`config.mk`:
```
export PLATFORM = sky130hd
export DESIGN_NAME = jk_excitation_driver
export DESIGN_NICKNAME = d
export VERILOG_FILES = /design/src/rtl/jk_drv_pkg.sv /design/src/rtl/jk_excitation_driver.sv
export SDC_FILE = /design/constraint.sdc
export NUM_CORES = 1
export LEC_CHECK = 0
export ABC_AREA = 1
export BUFFER_PORTS_ARGS = -buffer_cell sky130_fd_sc_hd__buf_2
export CAP_MARGIN = 20
export CORE_AREA = 2 2 39 41
export CTS_CLUSTER_DIAMETER = 120
export DETAILED_ROUTE_END_ITERATION = 7
export DIE_AREA = 0 0 41 43
export PLACE_DENSITY = 0.66
export SYNTH_ARGS = -nofsm -noshare
export SYNTH_HDL_FRONTEND = slang
export SYNTH_SLANG_ARGS = --single-unit
```
`constraint.sdc`:
```
create_clock -name clk -period 0.85 [get_ports clk]
set_input_delay 0.17 -clock clk [delete_from_list [all_inputs] [get_ports clk]]
set_output_delay 0.17 -clock clk [all_outputs]
set_load 0.02 [all_outputs]
```
`src/rtl/jk_drv_pkg.sv`:
```
// Shared types and helpers for the JK excitation driver.
// Holds the controller state encoding, the inverted JK characteristic table
// and the wrapping up/down count rule used to pick the next bank state.
package jk_drv_pkg;

    // Controller states. The explicit encoding keeps the state register a
    // plain two-bit vector for downstream tools.
    typedef enum logic [1:0] {
        IDLE  = 2'd0,
        DRIVE = 2'd1,
        FAULT = 2'd2
    } state_t;

    // Inverted JK characteristic: given present Q and the wanted next Q,
    // return {J,K}. Don't-care terms are resolved to 0, so a cell is only
    // ever set or cleared, never toggled.
    function automatic logic [1:0] jk_excite(input logic q, input logic q_next);
        logic [1:0] jk;
        case ({q, q_next})
            2'b01:   jk = 2'b10;
            2'b10:   jk = 2'b01;
            default: jk = 2'b00;
        endcase
        return jk;
    endfunction

    // Modulo-(max+1) step: up wraps max -> 0, down wraps 0 -> max.
    function automatic int next_count(input int cnt, input logic up, input int max);
        int nxt;
        if (up) begin
            nxt = (cnt >= max) ? 0 : cnt + 1;
        end else begin
            nxt = (cnt <= 0) ? max : cnt - 1;
        end
        return nxt;
    endfunction

endpackage

```
`src/rtl/jk_excitation_driver.sv`:
```
// Steps an external negedge-clocked JK flip-flop bank through a wrapping
// up/down count and checks the bank against the intended value.
// Latency: en at edge N, J/K valid N..N+1, check and step_done at N+1.
// Flow: at most one step per two cycles; en ignored in DRIVE/FAULT and
// while ff_rst is high.
// Ports: clk/rst (sync, active-low), en/up step request, clr_err fault
// exit, q_fb bank readback; j/k bank excitation, ff_rst bank reset,
// expected count, step_done pulse, sticky mismatch.
module jk_excitation_driver
    import jk_drv_pkg::*;
#(
    parameter int WIDTH     = 2,
    parameter int MAX_COUNT = 3
) (
    input  logic             clk,
    input  logic             rst,
    input  logic             en,
    input  logic             up,
    input  logic             clr_err,
    input  logic [WIDTH-1:0] q_fb,
    output logic [WIDTH-1:0] j,
    output logic [WIDTH-1:0] k,
    output logic             ff_rst,
    output logic [WIDTH-1:0] expected,
    output logic             step_done,
    output logic             mismatch
);

    state_t           state;
    logic [WIDTH-1:0] target;
    logic [WIDTH-1:0] step_tgt;
    logic [WIDTH-1:0] j_nxt;
    logic [WIDTH-1:0] k_nxt;
    logic             q_out_of_range;

    // Next count the bank should move to if a step is accepted now.
    assign step_tgt = WIDTH'(next_count(int'(expected), up, MAX_COUNT));

    // A bank value beyond the terminal count cannot be adopted as the
    // count on resync; the bank is reset instead.
    assign q_out_of_range = (int'(q_fb) > MAX_COUNT);

    // Excitation is derived from the live bank Q, not from expected, so the
    // step lands on target even if the bank disagrees with our bookkeeping.
    for (genvar gi = 0; gi < WIDTH; gi++) begin : g_excite
        logic [1:0] jk_bit;
        assign jk_bit    = jk_excite(q_fb[gi], step_tgt[gi]);
        assign j_nxt[gi] = jk_bit[1];
        assign k_nxt[gi] = jk_bit[0];
    end

    always_ff @(posedge clk) begin
        if (!rst) begin
            state     <= IDLE;
            j         <= '0;
            k         <= '0;
            target    <= '0;
            expected  <= '0;
            step_done <= 1'b0;
            mismatch  <= 1'b0;
            ff_rst    <= 1'b1;
        end else begin
            // J/K are only non-zero for the single DRIVE cycle; every other
            // cycle the bank holds.
            j         <= '0;
            k         <= '0;
            step_done <= 1'b0;
            ff_rst    <= 1'b0;

            case (state)
                IDLE: begin
                    // ff_rst still high means the bank is held in reset for
                    // this cycle, so a step would be lost.
                    if (en && !ff_rst) begin
                        j      <= j_nxt;
                        k      <= k_nxt;
                        target <= step_tgt;
                        state  <= DRIVE;
                    end
                end

                DRIVE: begin
                    // The bank moved on the falling edge mid-cycle; q_fb is
                    // the post-step value here.
                    expected  <= target;
                    step_done <= 1'b1;
                    if (q_fb == target) begin
                        state <= IDLE;
                    end else begin
                        mismatch <= 1'b1;
                        state    <= FAULT;
                    end
                end

                FAULT: begin
                    // en is dropped here, including when it coincides with
                    // clr_err.
                    if (clr_err) begin
                        mismatch <= 1'b0;
                        state    <= IDLE;
                        if (q_out_of_range) begin
                            expected <= '0;
                            ff_rst   <= 1'b1;
                        end else begin
                            expected <= q_fb;
                        end
                    end
                end

                default: begin
                    state <= IDLE;
                end
            endcase
        end
    end

endmodule

```
== Word level (Yosys, flattened, before mapping) ==
Index checks and enable logic that the tools add are counted.
Widths: inputs -> output; s select.

* Memories kept: 0
* Latch bits: 0
* Memory bits (writable): 0
* Input bits: 7
* ROM bits: 0
* Output and inout port bits: 9
* Flip-flop bits (word level): 13

* $add $sub $neg: 2
* Multipliers: 0
* Reductions and logical operators: 9
* Shift-type cells: 0
* Bitwise logic cells: 0
* Equality and inequality tests: 10
* $lt $le $gt $ge: 2
* Mux-type cells: 16
* Divide/modulo/power cells: 0

{| class="wikitable"
|+ Operators with widths
! operator !! count
|-
| $mux 2 || 7
|-
| $pmux 2 s2 || 3
|-
| $eq 2x1->1 const B || 3
|-
| $eq 2x2->1 const B || 3
|-
| $ne 2x2->1 const B || 3
|-
| $pmux 2 s3 || 1
|-
| $reduce_and 2->1 || 3
|-
| $reduce_and 3->1 || 2
|-
| $mux 1 || 4
|-
| $add 2x1->2 const B || 1
|-
| $eq 2x2->1 || 1
|-
| $ge 2x2->1 const B || 1
|-
| $le 2x1->1 const B || 1
|-
| $logic_not 2->1 || 1
|-
| $pmux 1 s2 || 1
|-
| $reduce_bool 2->1 || 1
|-
| $sub 2x1->2 const B || 1
|-
| $logic_and 1x1->1 || 1
|-
| $logic_not 1->1 || 1
|}

== Depth between registers and ports, before layout ==
Gate-level depths: netlist (run 1).

* Depth after elaboration: 5
* Mapped depth: 7
* Depth with buffers taken out: 7

== Worst setup path after synthesis (run 1) ==
Ideal clock, no wire load.

* Path type: reg-to-reg
* Start point: reg expected[0]
* End point: reg target[1]
* Data arrival time: 890 ps
* Slack: -153 ps
* Clock period less this slack: 1003 ps
* Stages on the path, launching flop included: 8
* Cells stage by stage: dfxtp_1 -> inv_1 -> nand2_1 -> nand2_1 -> nand2_1 -> nand2_1 -> nand2_1 -> nand2_1

* Cells in the longest elaborated chain, start to end: 3
* Elaborated cells on any way between the ends: 7

{| class="wikitable"
|+ RTL lines
! element !! RTL line !! text
|-
| from (decl) || jk_excitation_driver.sv:24 || <nowiki>output logic [WIDTH-1:0] expected,</nowiki>
|-
| from (signal assigned) || jk_excitation_driver.sv:85 || <nowiki>expected <= target;</nowiki>
|-
| from (signal assigned) || jk_excitation_driver.sv:105 || <nowiki>expected <= q_fb;</nowiki>
|-
| $sub 2x1->2 (tied with other cells) || jk_drv_pkg.sv:33 || <nowiki>nxt = (cnt <= 0) ? max : cnt - 1;</nowiki>
|-
| $mux 2, on equally long branches || jk_drv_pkg.sv:33, jk_drv_pkg.sv:31 ||
|-
| $mux 2 (*) || jk_drv_pkg.sv:30 || <nowiki>if (up) begin</nowiki>
|-
| to (signal assigned) || jk_excitation_driver.sv:77 || <nowiki>target <= step_tgt;</nowiki>
|-
| to (decl) || jk_excitation_driver.sv:30 || <nowiki>logic [WIDTH-1:0] target;</nowiki>
|}

Every way passes the cells marked *; elsewhere a longest branch is shown, timed or not.
A chain may end at the register's enable or synchronous reset.

== Worst setup path after layout (run 1) ==
* Start point: reg expected[0]
* End point: out expected[0]

No word-level cell between the ends.

==> results by group, run 1 <==
Outcome
  • Status: finished with violations
  • Violated checks: negative setup slack

Logic synthesis
  • Mux share of post-synthesis cell area: 0%
  • Cell taking the most area after synthesis: dfxtp_1
  • Largest cells by area after synthesis: dfxtp_1 50%, nand2_1 15%, inv_1 7.2%, nand3_1 6.7%, nor2_1 5.0%
  • Post-Synth Simple-Gate Area: 35.73%
  • Distinct cells, synth: 14
  • Mapped Cells: 73
  • Synth Area in XOR/XNOR: 0%
  • #FFs+latches synth: 13
  • Yosys top cell area share: 49.88%
  • Compound-Gate Fraction of Synth Area: 4.796%
  • Yosys warns: 0
  • Synth Cell Area: 521.8 um2
  • Seq/Total Area, Yosys: 49.88%
  • Avg Inst Size Synth: 7.147 um2
  • Syn_nets: 80
  • Adder-Cell Fraction of Synth Area: 0%
  • Largest family of logic cells by synthesized area: simple AND/OR/NAND/NOR gates

GRT
  • First-pass GRT wire length: 2014 um
  • GR Layer Usage met2: 25.31%
  • Initial antenna violation count: 0
  • Met1 Usage GRT: 20.45%
  • Vias in the first global route: 532
  • Largest net degree at the start of global routing: 8
  • Grt met3 use: 4.712%
  • Total track usage: 17.12%
  • GR peak layer: met2
  • Global route overflow: 0

Clocking
  • Clock tree from TritonCTS: yes
  • CTS Buf Count: 3
  • Clock transition at path regs: 0.07 ns
  • Clock sink count: 13
  • Clk_lat worst skew: 0.28 ns
  • Post-cts hold buffer count: 0
  • Clk root buf: clkbuf_4
  • CTS H-tree depth: 1
  • Clock Path Buffers: 2

STA
  • Max Slew Vio Count: 0
  • Fin. Hold Viols: 0
  • WHS: 0.07808 ns
  • Final setup vio count: 21
  • Period utilization: 118.8%
  • Worst slew pin tran: 0.2423 ns
  • Final Skew: 0.01204 ns
  • Worst Slack Setup Final: -0.1595 ns
  • Fmax: 0.9906 GHz
  • Final min period: 1.009 ns
  • RSZ-0062 raised after global routing: true
  • Rel. slew slack: 83.68%

Setup path
  • Crit path from: expected[0]$_SDFFE_PN0P_
  • Critical-path cell list: buf_6 -> buf_6
  • Worst reg-to-reg setup slack: -0.14 ns
  • CP required: 0.68 ns
  • CP max-delay cell: dfxtp_4
  • CP top delay family: flip-flops
  • CP Capture Type: output pin
  • Reg2reg start: state[0]$_SDFFE_PN0P_
  • Most used cell, CP: buf_6
  • Buffers plus inverters on the worst setup path: 2
  • Crit-path max cell delay: 0.35 ns
  • Critical path launch point type: flop
  • CP arrival: 0.84 ns
  • Setup Crit Path Kind: flop to output pin
  • Worst-path fanout max: 2

Floorplanning
  • Die W: 41 um
  • Core Area: 1384 um2
  • Initial Util: 37.70%
  • Cell row count: 14
  • Top Ports: 16
  • Die Footprint: 1763 um2
  • Die height: 43 um

Detailed routing
  • Pre-antenna DRT Iters: 4
  • DR WL/cell: 11.49 um
  • Vias per std cell: 4.795
  • Vias: 561
  • Iter 0 DRT Violations: 13
  • Total Routed Length: 1344 um
  • ANT nets after route: 0
  • Drt drc: 0

Power and ir drop
  • Total Power: 0.001316 W
  • VDD IR max: 0.8389 mV
  • PD cells: 1446 nW/um2
  • Pleak: 0.4209 nW

Final layout
  • Area growth syn-to-layout: 74.34%
  • Final core utilization: 65.73%
  • Layout cell share with drive strength beyond 1: 64.36%
  • # diodes: 0
  • Final nets: 109
  • Final Non-Filler Cells: 117
  • Final-layout fill cell count: 109
  • Post-route cell area: 909.6 um2

Hold path
  • Worst Hold Class: input port to flop
  • Min-Delay Startpoint: q_fb[1]

Placed design
  • Final HPWL DP: 872 um
  • Final Wtd Congestion: 0.8362
  • Inst Count DP: 109
  • Placed Area: 668.1 um2
  • I/O Buffers: 15

Job
  • Max Cap Viol: 0
worst reg2reg max path: stages, from the launching register on:
cell and delay (ns):
dfxtp_4 0.39, inv_6 0.05, nor2_4 0.13, inv_2 0.07, nand2_2 0.06, inv_2 0.04, nor2_1 0.09, nor2_1 0.05
cell type report:
type	count	area [um2]	share of cell area [%]
clock buffers	4	26.28	2.889
inverters	13	55.05	6.052
multi-input cells	47	309.0	33.98
flip-flops and latches	13	285.3	31.36
well taps	16	20.02	2.201
repair buffers	24	214.0	23.52
cell families after synthesis:
family                 count (synthesis)
AOI/OAI and AO/OA                      5
buffers and inverters                 13
DFF                                   13
and+or+nand+nor                       42
repair_timing:
action | CTS | global route
setup buffers | 3 | 1
resized for setup | 47 | 12
pin swaps | 5 | 4
endpoints found under the setup margin | 21 | 21
endpoints found under the hold margin | 0 | 0
registers in the layout (all words and copies together), names as in the netlist:
register and flops:
target 2, mismatch 1, expected 2, j 2
ff_rst 1, k 2, state 2, step_done 1
cells in the mapped netlist (all sizes together):
library cell / count
nor2: 8
dfxtp: 13
o21ai: 3
a21oi: 2
nand4: 1
nand3: 7
nand2: 22
nor3: 3
inv: 12
clkinv: 1
or2: 1
worst paths after layout:
check | end | cells past startpoint
worst max-delay path | expected[0] | 2
worst min-delay path | j[1]$_SDFF_PN0_ | 2
worst max register to register | expected[0]$_SDFFE_PN0P_ | 7
worst min register to register | mismatch$_SDFFE_PN0P_ | 2
per-layer routing:
metal	up-vias	share of wire (%)
li1	283	-
met1	253	45
met2	19	48
met3	6	4.6
met4	0	2.5
met5	-	0
layout by cell type, fill, tap and decap left out:
cell type and count:
nand2_1 15, buf_6 13, inv_1 8, dfxtp_2 8, buf_2 6, nand2_2 5
buf_4 5, nand3_1 4, nor2_1 4, dfxtp_4 4, nor2_4 3, inv_2 3
nand3_2 3, nor3_2 3, clkbuf_4 3, nand2_4 2, o21ai_0 2, a21oi_2 2
inv_6 1, nor2_2 1, or2_1 1, nand4_4 1, clkinv_2 1, o21ai_2 1
clkbuf_1 1, dfxtp_1 1
where the power goes:
group	internal (W)	leakage, nW	switching (W)	total, W
Combinational	0.000127	0.294	0.000147	0.000274
Sequential	0.000633	0.112	0.0000270	0.000660
Clock	0.000182	0.0150	0.000200	0.000382
metrics by stage:
| step | setup TNS, ns | setup WS [ns] |
|---|---|---|
| 6_report | -1.284 | -0.1595 |
| 3_5_place_dp | -0.2672 | -0.06200 |
| 2_1_floorplan | -0.002259 | -0.002259 |
| 4_1_cts | -1.048 | -0.1636 |
| 3_3_place_gp | -0.1120 | -0.04138 |
| 5_1_grt | -2.127 | -0.1857 |
Note: power is estimated with default switching activity, not from simulation.
==> inputs of run 2 (changes only) <==
Settings changed: ABC_AREA 1 to default, CAP_MARGIN 20 to 5, PLACE_DENSITY 0.66 to default.
==> run 2 against run 1 <==
Effect of this change:
- the flow still finishes with violations (negative setup slack)
- core utilization fell by 4.3 points
- largest power group unchanged
- critical endpoint is now k[0]$_SDFF_PN0_
- clock-buffer cell count stayed put
- clock skew down 0.0068 ns
==> results by group, run 2 <==
Detailed routing
  • Vias per std cell: 4.823 (+0.58%)
  • Pre-antenna DRT Iters: 4 (unchanged)
  • DR WL/cell: 11.91 um (+3.6%)
  • Iter 0 DRT Violations: 6 (-7)
  • Drt drc: 0 (unchanged)
  • Total Routed Length: 1143 um (-15%)
  • Vias: 463 (-17%)
  • ANT nets after route: 0 (unchanged)

Clocking
  • CTS Buf Count: 3 (unchanged)
  • Clock Path Buffers: 2 (unchanged)
  • CTS H-tree depth: 1 (unchanged)
  • Clock tree from TritonCTS: yes
  • Clock transition at path regs: 0.07 ns (about the same)
  • Clk_lat worst skew: 0.27 ns (about the same)
  • Clock sink count: 13 (unchanged)
  • Post-cts hold buffer count: 0 (unchanged)
  • Clk root buf: clkbuf_4

Final layout
  • Most common cell after layout, fill and taps aside: buf_6
  • Final nets: 88 (-19%)
  • Final Non-Filler Cells: 96 (-18%)
  • # diodes: 0 (unchanged)
  • Most frequent cells in the layout: 12 x buf_6, 10 x dfxtp_2, 9 x buf_4, 6 x buf_2
  • Area growth syn-to-layout: 69.75%
  • Layout cell share with drive strength beyond 1: 71.25% (+6.9 points)

Floorplanning
  • Top Ports: 16 (unchanged)
  • Die Footprint: 1763 um2 (unchanged)
  • Core Area: 1384 um2 (unchanged)
  • Die height: 43 um (unchanged)
  • Cell row count: 14 (unchanged)
  • Die W: 41 um (unchanged)
  • Initial Util: 36.17% (-1.5 points)

GRT
  • Initial antenna violation count: 0 (unchanged)
  • Met1 Usage GRT: 18.30% (-2.2 points)
  • Total track usage: 15.24% (-1.9 points)
  • Vias in the first global route: 427 (-20%)
  • GR peak layer: met2
  • GR Layer Usage met2: 21.88% (-3.4 points)
  • Largest net degree at the start of global routing: 8 (unchanged)
  • Global route overflow: 0 (unchanged)
  • First-pass GRT wire length: 1759 um (-13%)
  • Grt met3 use: 9.948% (+5.2 points)

Logic synthesis
  • Largest cells by area after synthesis: dfxtp_1 52%, a21oi_1 5.0%, nor4b_4 4.8%, and4b_2 4.5%, xnor2_1 3.5%
  • Yosys warns: 0 (unchanged)
  • Synth Cell Area: 500.5 um2 (-4.1%)
  • Mapped Cells: 48 (-34%)
  • Seq/Total Area, Yosys: 52.00% (+2.1 points)
  • Post-synth ARST share: 0% (unchanged)
  • Cell taking the most area after synthesis: dfxtp_1
  • Avg Inst Size Synth: 10.43 um2 (+46%)
  • Commonest cells in the synthesized netlist: 13 x dfxtp_1, 5 x a21oi_1, 3 x o21ai_0
  • Top_reg_cell synth: dfxtp_1
  • Distinct cells, synth: 21 (+7)
  • Yosys top cell area share: 52.00% (+2.1 points)
  • #FFs+latches synth: 13 (unchanged)
  • Syn_nets: 55 (-31%)
  • Most common cell in the netlist: dfxtp_1
  • Post-synth EDFFs: 0 (unchanged)

Hold path
  • Worst Hold Path EP: step_done$_SDFF_PN0_
  • Min-Delay Startpoint: rst
  • Worst Hold Class: input port to flop
  • Hold Path Depth: 2 (unchanged)

Setup path
  • Worst r2r path cells: 4 (-3)
  • CP arrival: 1.32 ns (+0.48 ns)
  • Worst reg-to-reg setup slack: -0.26 ns (-0.12 ns)
  • Critical path launch point type: flop
  • Setup Crit Path Kind: flop to flop
  • Reg2reg start: state[0]$_SDFFE_PN0P_
  • CP Capture Type: flop
  • Critical-path cell list: nor4b_4 -> nand2_2 -> inv_2 -> and3_1
  • Worst path depth: 4 (+2)
  • Reg-to-Reg End: k[0]$_SDFF_PN0_
  • Worst-path fanout max: 6 (+4)
  • Crit path from: state[0]$_SDFFE_PN0P_
  • CP top delay family: simple AND/OR/NAND/NOR gates
  • CP required: 1.06 ns (+0.38 ns)
  • Crit-path max cell delay: 0.36 ns (about the same)
  • Buffers plus inverters on the worst setup path: 1 (-1)
  • CP max-delay cell: dfxtp_2

Outcome
  • Status: finished with violations
  • Violated checks: negative setup slack

STA
  • Fin. Hold Viols: 0 (unchanged)
  • Worst Slack Setup Final: -0.2585 ns (-0.09905 ns)
  • Period utilization: 130.4% (+12 points)
  • Fin Setup TNS: -2.652 ns (-1.368 ns)
  • Final Skew: 0.005246 ns (-0.006795 ns)
  • Rel. slew slack: 78.77% (-4.9 points)
  • Worst slew pin tran: 0.3163 ns (+0.07399 ns)
  • Final setup vio count: 21 (unchanged)
  • Max Slew Vio Count: 0 (unchanged)
  • Final min period: 1.109 ns (+0.09905 ns)
  • RSZ-0062 raised after global routing: true
  • Fmax: 0.9021 GHz (-8.9%)
  • WHS: 0.1728 ns (+0.09469 ns)

Power and ir drop
  • Pleak: 0.3829 nW (-9.0%)
  • PD cells: 1454 nW/um2 (+0.51%)
  • VDD IR max: 1.285 mV (+53%)

Job
  • Max Cap Viol: 0 (unchanged)

Placed design
  • Final Wtd Congestion: 0.8000 (-4.3%)
  • Inst Count DP: 87 (-20%)
  • Final HPWL DP: 818.1 um (-6.2%)
  • I/O Buffers: 15 (unchanged)
  • Place WS: -0.2884 ns (-0.2264 ns)
==> run 2: cells by family (layout without fill, tap and decap cells) <==
| family | after synthesis | after routing | synth area share (%) |
|---|---|---|---|
| multiplexers | 1 | 1 | 2.000 |
| AND/OR/NAND/NOR | 17 | 17 | 26.25 |
| buffers and inverters | 3 | 35 | 2.250 |
| flip-flops | 13 | 13 | 52.00 |
| XOR/XNOR | 4 | 4 | 7.001 |
| AO/OA/AOI/OAI | 10 | 10 | 10.50 |
==> run 2: area by class of cell <==
| type | instances | area [um2] |
|---|---|---|
| Inverter | 3 | 11.26 |
| Timing Repair Buffer | 28 | 252.7 |
| Fill cell | 126 | 534.3 |
| Clock buffer | 4 | 26.28 |
| Tap cell | 16 | 20.02 |
| Sequential cell | 13 | 276.5 |
| Multi-Input combinational cell | 32 | 262.8 |
==> run 2: where the power goes <==
group	internal (W)	switching [W]	leakage, nW	total [W]
Clock	0.000182	0.000196	0.0150	0.000378
Sequential	0.000633	0.0000204	0.111	0.000653
Combinational	0.000111	0.0000935	0.257	0.000204
Total	0.000925	0.000310	0.383	0.00123
==> run 2: worst register-to-register path, stage by stage, from the launching register on <==
cell and delay (ns):
dfxtp_2 0.36, nor4b_4 0.35, nand2_2 0.13, inv_2 0.08, and3_1 0.14
==> run 2: repair_timing <==
item                       4_1_cts  5_1_grt
pin swaps                        2        8
setup endpoints to repair       21       21
gates resized for setup         28       13
setup buffers                    3        2
gates cloned                     0        0
==> run 2: through the flow <==
step | power (W) | instance area [um2] | util (%)
after floorplan | 0.0007406 | 505.5 | -
after global placement | 0.0008184 | 673.1 | 48.64
after detailed placement | 0.0008193 | 673.1 | 48.64
after CTS | 0.001231 | 792.0 | 57.23
after global routing | 0.001306 | 849.6 | 61.39
final | 0.001235 | 849.6 | 61.39
==> run 2: worst max-delay path by stage <==
| stage | endpoint | slack [ns] |
|---|---|---|
| detailed placement | target[0]$_SDFFE_PN0P_ | -0.29 |
| CTS | target[0]$_SDFFE_PN0P_ | -0.26 |
| finish | k[0]$_SDFF_PN0_ | -0.26 |
| floorplan | target[0]$_SDFFE_PN0P_ | -0.21 |
| global route | k[0]$_SDFF_PN0_ | -0.32 |
| global placement | target[0]$_SDFFE_PN0P_ | -0.26 |
==> run 2: routing by layer <==
metal,wire (um),up-vias,part of all wire (%)
met5,0,-,0
met4,14,0,1.2
met3,78,4,6.8
met2,546,17,48
met1,504,208,44
li1,-,234,-
==> inputs of run 3 (changes only) <==
Settings changed: CELL_PAD_IN_SITES_DETAIL_PLACEMENT from default to 1, CELL_PAD_IN_SITES_GLOBAL_PLACEMENT from default to 1, CORE_AREA 2 2 39 41 to default, CORE_MARGIN from default to 2, CORE_UTILIZATION from default to 31, DIE_AREA 0 0 41 43 to default, PLACE_DENSITY_LB_ADDON from default to 0.1, SETUP_SLACK_MARGIN from default to 0.02.
==> run 3 against run 2 <==
Effect of this change:
- the flow still finishes with violations (negative setup slack)
- flip-flop and latch count stayed put
- core utilization is 3.5 points lower
- wire length is 27% higher
- worst hold slack worse by 0.017 ns
- via count is 3.9% higher
- clock-buffer cell count stayed put
- final area is 2.7% higher
- critical path type unchanged
- largest power group unchanged
- highest routed layer unchanged
==> results by group, run 3 (synthesized netlist as in run 2, its figures left out) <==
Outcome
  • Status: finished with violations
  • Violated checks: negative setup slack

Power and ir drop
  • Combinational group share of total power: 17.5% (+1.0 points)
  • Internal power: 0.0009278 W (+0.27%)
  • Pleak: 0.3858 nW (+0.77%)
  • Flop pwr share: 51.6% (-1.3 points)
  • PD cells: 1454 nW/um2 (about the same)
  • Sw Ratio: 26.81% (+1.7 points)
  • VDD IR max: 0.9860 mV (-23%)
  • Clock power frac: 30.9% (+0.3 points)
  • Sw power: 0.0003398 W (+9.7%)

Placed design
  • Inst Count DP: 88 (+1.1%)
  • Final Wtd Congestion: 0.7802 (-2.5%)
  • Final HPWL DP: 957.5 um (+17%)
  • I/O Buffers: 15 (unchanged)

Detailed routing
  • ANT nets after route: 0 (unchanged)
  • Vias per std cell: 4.908 (+1.8%)
  • Pre-antenna DRT Iters: 4 (unchanged)
  • Vias: 481 (+3.9%)
  • DR WL/cell: 14.87 um (+25%)
  • Iter 0 DRT Violations: 10 (+4)
  • Total Routed Length: 1457 um (+27%)
  • Drt drc: 0 (unchanged)

GRT
  • Largest net degree at the start of global routing: 8 (unchanged)
  • First-pass GRT wire length: 2076 um (+18%)
  • Initial antenna violation count: 0 (unchanged)
  • Total track usage: 15.47% (+0.23 points)
  • Vias in the first global route: 486 (+14%)
  • Global route overflow: 0 (unchanged)

Setup path
  • Worst r2r path cells: 4 (unchanged)
  • CP Capture Type: flop
  • Worst-path fanout max: 4 (-2)
  • Setup Crit Path Kind: flop to flop
  • CP arrival: 1.35 ns (+0.03 ns)
  • Critical path launch point type: flop
  • Worst reg-to-reg setup slack: -0.28 ns (-0.02 ns)
  • CP required: 1.07 ns (about the same)

STA
  • Final setup vio count: 21 (unchanged)
  • Fin. Hold Viols: 0 (unchanged)
  • Final min period: 1.126 ns (+0.01719 ns)
  • Worst Slack Setup Final: -0.2757 ns (-0.01719 ns)
  • Rel. slew slack: 78.87% (+0.10 points)
  • RSZ-0062 raised after global routing: true
  • Worst slew pin tran: 0.3147 ns (-0.001506 ns)
  • Fmax: 0.8883 GHz (-1.5%)
  • Max Slew Vio Count: 0 (unchanged)
  • Period utilization: 132.4% (+2.0 points)
  • Final Skew: 0.002193 ns (-0.003053 ns)
  • WHS: 0.1563 ns (-0.01651 ns)

Clocking
  • Clock transition at path regs: 0.08 ns (about the same)
  • Clock sink count: 13 (unchanged)
  • Clk root buf: clkbuf_4
  • CTS H-tree depth: 1 (unchanged)
  • Clock Path Buffers: 2 (unchanged)
  • Post-cts hold buffer count: 0 (unchanged)
  • Clock tree from TritonCTS: yes
  • Clk_lat worst skew: 0.28 ns (about the same)
  • CTS Buf Count: 3 (unchanged)

Final layout
  • Area growth syn-to-layout: 74.25%
  • Most frequent cells in the layout: 13 x buf_4, 11 x buf_6, 8 x dfxtp_2, 6 x buf_2, 5 x a21oi_2
  • Most common cell after layout, fill and taps aside: buf_4
  • Final nets: 90 (+2.3%)
  • Final Non-Filler Cells: 98 (+2.1%)
  • Layout cell share with drive strength beyond 1: 75.61% (+4.4 points)
  • # diodes: 0 (unchanged)

Job
  • Max Cap Viol: 0 (unchanged)

Floorplanning
  • Core Area: 1506 um2 (+8.9%)
  • Cell row count: 14 (unchanged)
  • Die W: 44.18 um (+7.8%)
  • Die height: 44.18 um (+2.7%)
  • Die Footprint: 1952 um2 (+11%)
  • Top Ports: 16 (unchanged)
  • Initial Util: 33.22% (-2.9 points)

Hold path
  • Worst Hold Class: input port to flop
  • Hold Path Depth: 3 (+1)
-- run 3: changes by cell type in the layout (fill, tap and decap cells not counted), moves of 2 or more --
cell,delta
a21oi_1,-2
dfxtp_2,-2
buf_4,+4
a21oi_2,+2
dfxtp_4,+2
-- run 3: worst paths after layout --
| check | endpoint | start |
|---|---|---|
| setup / recovery | k[1]$_SDFF_PN0_ | state[0]$_SDFFE_PN0P_ |
| hold reg to reg | mismatch$_SDFFE_PN0P_ | mismatch$_SDFFE_PN0P_ |
| setup reg to reg | k[1]$_SDFF_PN0_ | state[0]$_SDFFE_PN0P_ |
| hold / removal | target[1]$_SDFFE_PN0P_ | rst |
-- run 3: final cells by class --
type	count	area [um2]
fill	174	634.4
timing repair buffer	30	251.5
sequential	13	281.5
clock buffer	4	26.28
tap	16	20.02
multi-input combinational	32	281.5
inverter	3	11.26
-- run 3: repair_timing --
action                                  4_1_cts  5_1_grt
setup buffers                                 2        4
endpoints found under the setup margin       21       21
resized for setup                            28       18
pin swaps                                     3        5
-- run 3: power by group through the flow --
stage | clock, W | sequential, W | combinational (W)
after floorplan | 0 | 0.000683 | 0.0000575
after global placement | 0 | 0.000667 | 0.000154
after detailed placement | 0 | 0.000668 | 0.000153
after CTS | 0.000411 | 0.000656 | 0.000177
after global routing | 0.000431 | 0.000657 | 0.000240
final | 0.000391 | 0.000654 | 0.000222
-- run 3: stage by stage --
| step | cell area, um2 | setup slack [ns] | utilization [%] | total power (W) | TNS, ns |
|---|---|---|---|---|---|
| 2_1_floorplan | 505.5 | -0.2052 | - | 0.0007406 | -1.431 |
| 3_3_place_gp | 668.1 | -0.2552 | 44.35 | 0.0008207 | -2.035 |
| 3_5_place_dp | 668.1 | -0.2580 | 44.35 | 0.0008217 | -2.177 |
| 4_1_cts | 782.0 | -0.2553 | 51.91 | 0.001245 | -3.061 |
| 5_1_grt | 872.1 | -0.3456 | 57.89 | 0.001327 | -4.119 |
| 6_report | 872.1 | -0.2757 | 57.89 | 0.001268 | -3.213 |
-- run 3: layer usage --
metal | vias up | track usage, % | wire [um]
met5 | - | 0 | 0
met1 | 217 | 17.59 | 640
met2 | 18 | 22.65 | 664
li1 | 239 | - | -
met3 | 7 | 5.306 | 93
met4 | 0 | 13.94 | 58
-- run 3: critical path, cell delays in order, from the launching register on --
cell and delay (ns):
dfxtp_4 0.37, nor4b_4 0.34, nand2_2 0.12, inv_2 0.08
and3_1 0.16
